<file path="src/rtl/mips_multicycle_ctrl.sv">
// mips_multicycle_ctrl: multicycle MIPS control FSM with halt parking, illegal-opcode trap and retire counter
module mips_multicycle_ctrl #(
  parameter int CNT_W = 32
) (
  input  logic             clk,
  input  logic             rst,
  input  logic [5:0]       opcode,
  input  logic             mem_ready,
  input  logic             halt,
  output logic             PCWrite,
  output logic             PCWriteCond,
  output logic             IorD,
  output logic             MemRead,
  output logic             MemWrite,
  output logic             IRWrite,
  output logic             MemToReg,
  output logic             RegDst,
  output logic             RegWrite,
  output logic             ALUSrcA,
  output logic [1:0]       ALUSrcB,
  output logic [1:0]       ALUOp,
  output logic [1:0]       PCSource,
  output logic [3:0]       state,
  output logic             busy,
  output logic             illegal,
  output logic [CNT_W-1:0] instr_count
);
  typedef enum logic [3:0] {
    FETCH, DECODE, MEMADR, MEMRD, MEMWB, MEMWR, EXEC, ALUWB,
    BRANCH, ADDIEX, ADDIWB, JUMP, ILLEGAL
  } state_t;
  state_t state_q, state_d;
  logic sw_q, sw_d;
  logic retire;
  logic [CNT_W-1:0] cnt_q, cnt_d;
  always_ff @(posedge clk or negedge rst) begin
    if (!rst) begin
      state_q <= FETCH;
      sw_q    <= 1'b0;
      cnt_q   <= '0;
    end else begin
      state_q <= state_d;
      sw_q    <= sw_d;
      cnt_q   <= cnt_d;
    end
  end
  always_comb begin
    PCWrite     = 1'b0;
    PCWriteCond = 1'b0;
    IorD        = 1'b0;
    MemRead     = 1'b0;
    MemWrite    = 1'b0;
    IRWrite     = 1'b0;
    MemToReg    = 1'b0;
    RegDst      = 1'b0;
    RegWrite    = 1'b0;
    ALUSrcA     = 1'b0;
    ALUSrcB     = 2'b00;
    ALUOp       = 2'b00;
    PCSource    = 2'b00;
    retire      = 1'b0;
    state_d     = state_q;
    sw_d        = sw_q;
    if (rst) begin
      case (state_q)
        FETCH: if (!halt) begin
          MemRead = 1'b1;
          ALUSrcB = 2'b01;
          IRWrite = mem_ready;
          PCWrite = mem_ready;
          state_d = mem_ready ? DECODE : FETCH;
        end
        DECODE: begin
          ALUSrcB = 2'b11;
          sw_d    = opcode == 6'b101011;
          state_d = (opcode == 6'b100011 || opcode == 6'b101011) ? MEMADR :
                    opcode == 6'b000000 ? EXEC :
                    opcode == 6'b000100 ? BRANCH :
                    opcode == 6'b001000 ? ADDIEX :
                    opcode == 6'b000010 ? JUMP : ILLEGAL;
        end
        MEMADR: begin
          ALUSrcA = 1'b1;
          ALUSrcB = 2'b10;
          state_d = sw_q ? MEMWR : MEMRD;
        end
        MEMRD: begin
          MemRead = 1'b1;
          IorD    = 1'b1;
          state_d = mem_ready ? MEMWB : MEMRD;
        end
        MEMWB: begin
          RegWrite = 1'b1;
          MemToReg = 1'b1;
          retire   = 1'b1;
          state_d  = FETCH;
        end
        MEMWR: begin
          MemWrite = 1'b1;
          IorD     = 1'b1;
          retire   = mem_ready;
          state_d  = mem_ready ? FETCH : MEMWR;
        end
        EXEC: begin
          ALUSrcA = 1'b1;
          ALUOp   = 2'b10;
          state_d = ALUWB;
        end
        ALUWB: begin
          RegWrite = 1'b1;
          RegDst   = 1'b1;
          retire   = 1'b1;
          state_d  = FETCH;
        end
        BRANCH: begin
          ALUSrcA     = 1'b1;
          ALUOp       = 2'b01;
          PCWriteCond = 1'b1;
          PCSource    = 2'b01;
          retire      = 1'b1;
          state_d     = FETCH;
        end
        ADDIEX: begin
          ALUSrcA = 1'b1;
          ALUSrcB = 2'b10;
          state_d = ADDIWB;
        end
        ADDIWB: begin
          RegWrite = 1'b1;
          retire   = 1'b1;
          state_d  = FETCH;
        end
        JUMP: begin
          PCWrite  = 1'b1;
          PCSource = 2'b10;
          retire   = 1'b1;
          state_d  = FETCH;
        end
        ILLEGAL: state_d = ILLEGAL;
        default: state_d = FETCH;
      endcase
    end
    cnt_d = (retire && !(&cnt_q)) ? cnt_q + CNT_W'(1) : cnt_q;
  end
  assign state       = state_q;
  assign busy        = rst && state_q != FETCH;
  assign illegal     = rst && state_q == ILLEGAL;
  assign instr_count = cnt_q;
endmodule

</file>
<file path="config.mk">
export PLATFORM = sky130hd
export DESIGN_NAME = mips_multicycle_ctrl
export DESIGN_NICKNAME = d
export VERILOG_FILES = /design/src/rtl/mips_multicycle_ctrl.sv
export SDC_FILE = /design/constraint.sdc
export NUM_CORES = 1
export LEC_CHECK = 0
export CAP_MARGIN = 20
export CORE_MARGIN = 1.5
export CORE_UTILIZATION = 39
export DETAILED_ROUTE_END_ITERATION = 8
export GPL_TIMING_DRIVEN = 0
export PLACE_DENSITY = 0.63
export SLEW_MARGIN = 20
export SYNTH_ARGS = -nofsm -noshare
export SYNTH_HDL_FRONTEND = slang
export SYNTH_SLANG_ARGS = --single-unit
</file>
<file path="constraint.sdc">
create_clock -name clk -period 2.5 [get_ports clk]
set_input_delay 0.25 -clock clk [delete_from_list [all_inputs] [get_ports clk]]
set_output_delay 0.25 -clock clk [all_outputs]
set_load 0.005 [all_outputs]
</file>
== Word level (Yosys, flattened, before mapping) ==
Index checks and enable logic that the tools add are counted.

* Register bits: 37
* Output and inout bits: 54
* Word-level logic and storage cells: 80

* Add/sub/neg operators: 1
* Equality and inequality tests: 18
* Multiplexer cells: 42
* Reductions and logical operators: 16

{| class="wikitable"
|+ Operators by type and width
! cell !! number
|-
| adder 32 x 1 -> 32 bit, second input constant || 1
|-
| one-hot mux 4 bit (8 select lines) || 1
|-
| AND reduction 32 bit || 1
|-
| two-way mux 1 bit || 23
|-
| == test 4 bit, second input constant || 5
|-
| two-way mux 3 bit || 6
|-
| == test 4 x 3 -> 1 bit, second input constant || 4
|-
| == test 6 bit, second input constant || 2
|-
| two-way mux 4 bit || 3
|-
| == test 4 x 2 -> 1 bit, second input constant || 2
|-
| one-hot mux 2 bit (2 select lines) || 2
|-
| == test 6 x 2 -> 1 bit, second input constant || 1
|-
| == test 6 x 3 -> 1 bit, second input constant || 1
|-
| == test 6 x 4 -> 1 bit, second input constant || 1
|-
| logical NOT 6 bit || 1
|-
| two-way mux 2 bit || 3
|-
| one-hot mux 1 bit (2 select lines) || 3
|-
| one-hot mux 2 bit (3 select lines) || 1
|-
| OR reduction 5 bit || 1
|-
| == test 4 x 1 -> 1 bit, second input constant || 1
|-
| logical NOT 4 bit || 1
|-
| AND reduction 2 bit || 2
|-
| nonzero test 4 bit || 1
|-
| OR reduction 2 bit || 2
|-
| other kinds (6) || 8
|}

== Depth between registers and ports, before layout ==
* Word-level depth: 7
* Depth in mapped cells: 7
* Gate-level depth less buffers: 6

== Worst setup path after synthesis ==
OpenSTA, ideal clock, no wires.

* Path type: register to register
* From: register cnt_q[0] (netlist: instr_count[0])
* To: register cnt_q[1] (netlist: instr_count[1])
* Arrival time: 1700 ps
* Required time: 2373 ps
* Path slack: 673 ps
* Cell stages (with the launch flop): 7
* Period minus slack after synthesis: 1827 ps
* Path through: dfrtp_1 ha_1 nand3_1 nor3_1 nand3_4 nand2_2 mux2_1

* Word-level cells in the longest chain between the ends: 3

{| class="wikitable"
|+ Ends and longest elaborated chain
! what !! RTL line !! text
|-
| from (decl) || 35 || <nowiki>logic [CNT_W-1:0] cnt_q, cnt_d;</nowiki>
|-
| from (signal assigned) || 44 || <nowiki>cnt_q <= cnt_d;</nowiki>
|-
| branches (longest 3 deep; another with adder 32 x 1 -> 32 bit) || - ||
|}

Parallel ways; which one is timed is not known.
A chain may end at the register's enable or synchronous reset.

== Final worst setup path ==
* From: register state_q[2] (netlist: state[2])
* To: output RegWrite

* Word-level cells in the longest chain between the ends: 4

{| class="wikitable"
|+ Ends and longest elaborated chain
! what !! RTL line !! text
|-
| from (decl) || 32 || <nowiki>state_t state_q, state_d;</nowiki>
|-
| from (signal assigned) || 42 || <nowiki>state_q <= state_d;</nowiki>
|-
| == test 4 bit or == test 4 x 3 -> 1 bit (tied branches) || 65 || <nowiki>case (state_q)</nowiki>
|-
| OR reduction 3 bit (no source line) * || - ||
|-
| two-way mux 1 bit * || 65 ||
|-
| two-way mux 1 bit * || 64 || <nowiki>if (rst) begin</nowiki>
|-
| to (decl) || 18 || <nowiki>output logic RegWrite,</nowiki>
|}

Mark *: on every way between the ends. The rest lies on a longest branch, timed or not.

==> impl_results.md <==
- Number of DRC violations after detailed-routing iteration 0: 159
- First-pass GRT wire length: roughly 10 mm
- Yosys top cell area share: a little under 40%
- Pre-CTS WS: -0.239 ns
- Sw Ratio: between 30% and 40%
- Met1 Usage GRT: between 20% and 30%
- Post-synth top flop: dfrtp_1
- Critical Path Source Type: flop
- Worst min-delay path class: reg -> reg
- Antenna Cells: 0
- Most common cell in the netlist: dfrtp_1
- Critical path, cell by cell: clkbuf_2 > nor2_1 > a21oi_1 > o22ai_1 > and2_1 > clkdlybuf4s50_1
- Critical path class: reg -> out
- CTS max path bufs: 2
- Slew Viols, Final: 0
- Post-synthesis register bit count: 37
- Peak supply drop: approximately 0.38 mV
- Post-synthesis cell type with the largest combined area: dfrtp_1
- P_sw: 731 uW
- Synth async-reset ratio: 100%
- CP arrival: approximately 2.1 ns
- Placed Instance Area: between 0.003 and 0.004 sq mm
- Clock sink count: 37
- Port Buffer Count: 63
- CTS buffer count: 5
- Initial Utilization: 40.5%
- DRC viols: 0
- Die Wd: ~81 microns
- Finished Core Util: a little under three fifths
- Share of post-route cells with drive strength above 1: around an eighth
- Met2 GRT Util: around 29%
- Post-DP HPWL: 4.51 mm
- Clk pwr share: 20.5%
- Number of global-route vias before repair: ~2100
- Unrepaired setup endpoints after global routing: false
- Pwr/cell area: roughly 620 mW/mm^2
- Synthesized cell area: between 0.002 and 0.0025 sq mm
- Drt via density: between 5 and 6
- CTS tree: yes
- Die area: 0.00663 sq mm
- Min-delay src: instr_count[9]
- Worst Path Required: approximately 2.3 ns
- Grt peak-use layer: met2
- Design internal power: ~1.3 mW
- Gr ovfl total: 0
- Site Rows: 28
- Worst hold margin: approximately 0.5 ns
- Synthesized net count: 276
- Drt pass-1 iters: 4
- GPL Wtd Cong: between 0.8 and 0.9
- Wire per inst: 15.0 microns
- List of most frequent post-synthesis cells: 37 x dfrtp_1, 28 x xnor2_1, 20 x nand2_1, 20 x nand3_1, 20 x nor2_1
- Clock slew at reported path FFs: roughly 0.070 ns
- CP Capture Type: output pin
- Hold EP: instr_count[9]
- Rel. slew slack: a little under three fifths
- Clock Tree Root: clkbuf_8
- Final wirelength: just over 6 mm
- Layout fillers: between 500 and 600
- Post-synthesis average cell area: roughly 9 sq um
- Worst-Margin Slew: around 0.67 ns
- Reg2reg path depth: 5
- Post-route ant nets: 0
- Worst r2r src: instr_count[10]
- Reg2reg end: instr_count[1]
- Synth Instances: approximately 270
- Setup slack after layout: roughly 0.15 ns
- Period utilization: a little over nine tenths
- Register area share after synthesis: around two fifths
- Pleak: ~1.3 nW
- Maxcap violations: 0
- Layout Nets: 348
- Post-layout minimum cycle time: between 2 and 2.5 ns
- Fin. Hold Viols: 0
- GRT Util Overall: slightly below 20%
- Critical path peak fanout: 10
- Warnings, synthesis: 0
- Slowest cell on crit path: clkdlybuf4s50_1
- Vias: 2224
- I/O pins: 64
- Number of library cell types mapped by synthesis: 59
- Clock Skew: roughly 0.0073 ns
- Seq pwr share: between 30% and 40%
- Status: finished, final reports clean
- Crit-path max cell delay: just over 0.5 ns
- Largest net degree at the start of global routing: 24
- Area Overhead vs Synth: 37.2%
- Fin area: 0.00329 sq mm
- Floorplan core area: 0.00592 sq mm
- Hold path cells: 1
- Worst skew pair latency: slightly below 0.3 ns
- Die H: around 81 microns
- H-tree depth: 2
- # setup viols final: 0
- Synth area leaders: dfrtp_1 39%, xnor2_1 10%, nand4_1 5.0%
- Met3 usage: roughly 4.2%
- Antenna violations before repair: 0
- Number of flops mapped to enable cells by yosys: 0
- Max Freq: around 420 MHz
- R2R setup slack: 0.39 ns
- Comb pwr share: around 43%
- Setup_tns: 0 ns
-- critical path, delay by kind of cell, from the launching register on --
kind / cells / cell delay [ns]
buffers and inverters: 2 / 0.75
flip-flops: 1 / 0.49
AND/OR/NAND/NOR: 2 / 0.37
AO/OA/AOI/OAI: 2 / 0.22
-- worst max-delay path by stage --
stage	start	endpoint	slack, ns	cells after the start
6_report	state[2]	RegWrite	0.15	6
5_1_grt	state[2]	RegWrite	0.002	6
4_1_cts	state[1]	ALUOp[0]	0.03	6
3_5_place_dp	rst	ALUOp[0]	-0.24	7
3_3_place_gp	rst	ALUOp[0]	-1.62	7
2_1_floorplan	instr_count[0]	instr_count[1]	0.67	6
-- cells by family after synthesis --
logic type	after synthesis	synth area share, %
multiplexers	3	1.36
XOR/XNOR	29	10.6
buffers and inverters	22	4.33
AND/OR/NAND/NOR	132	33.0
adder cells (fa/ha/maj)	1	0.521
AO/OA/AOI/OAI	41	11.6
flip-flops	37	38.6
-- power by group through the flow --
stage | logic [mW] | clock network (mW) | registers (mW)
global placement | 0.845 | 0 | 0.732
CTS | 0.836 | 0.430 | 0.755
global route | 0.974 | 0.465 | 0.758
floorplan | 0.482 | 0 | 0.727
detailed placement | 0.851 | 0 | 0.732
finish | 0.879 | 0.420 | 0.743
-- repair_timing --
action                     in CTS  in global routing
setup endpoints to repair      14                  6
hold buffers                    2                  0
hold endpoints to repair       14                  0
buffers inserted                0                  1
gates resized for setup         8                  9
-- area by class of cell --
type,count,area (sq um),share of cell area [%]
plain buffers,12,76.3,2.32
clock buffers,7,86.3,2.62
inverters,8,30.0,0.912
multi-input cells,206,1400,42.4
flip-flops and latches,37,928,28.2
well taps,75,93.8,2.85
repair buffers,67,681,20.7
-- sequential cells by signal (all words and copies together) (netlist names) --
register / count
sw_q: 1
state: 4
instr_count: 32
-- per-stage QoR --
step | cells | power, mW
after CTS | 411 | 2.02
after detailed placement | 404 | 1.58
after global routing | 412 | 2.20
final | 412 | 2.04
after global placement | 403 | 1.58
after floorplan | 265 | 1.21
-- metal layers --
metal | part of all wire, % | up-vias
met4 | 1.1 | 0
met1 | 48 | 1055
met2 | 46 | 59
met5 | 0 | -
met3 | 5.4 | 8
li1 | - | 1102
-- cell usage in the layout (no fill, tap or decap), types with 2 or more instances in the layout --
cell,count
inv_1,8
o22ai_1,4
mux2_1,2
nor4_1,5
a21boi_0,2
clkbuf_8,6
nand4_1,19
o21a_1,2
and2_1,3
clkdlybuf4s50_1,62
xnor2_1,28
buf_4,4
dlygate4sd3_1,2
a211oi_1,2
nor2_1,18
nor4_4,3
nand3_1,20
nor2_2,2
buf_2,3
nand2_1,20
o21ai_0,9
nand2b_1,5
nor2b_1,3
nor3_1,8
dfrtp_2,2
dfrtp_1,35
and3_2,2
and3_1,7
clkbuf_2,5
a21oi_1,10
No activity file was read; power rests on OpenSTA's default activity.
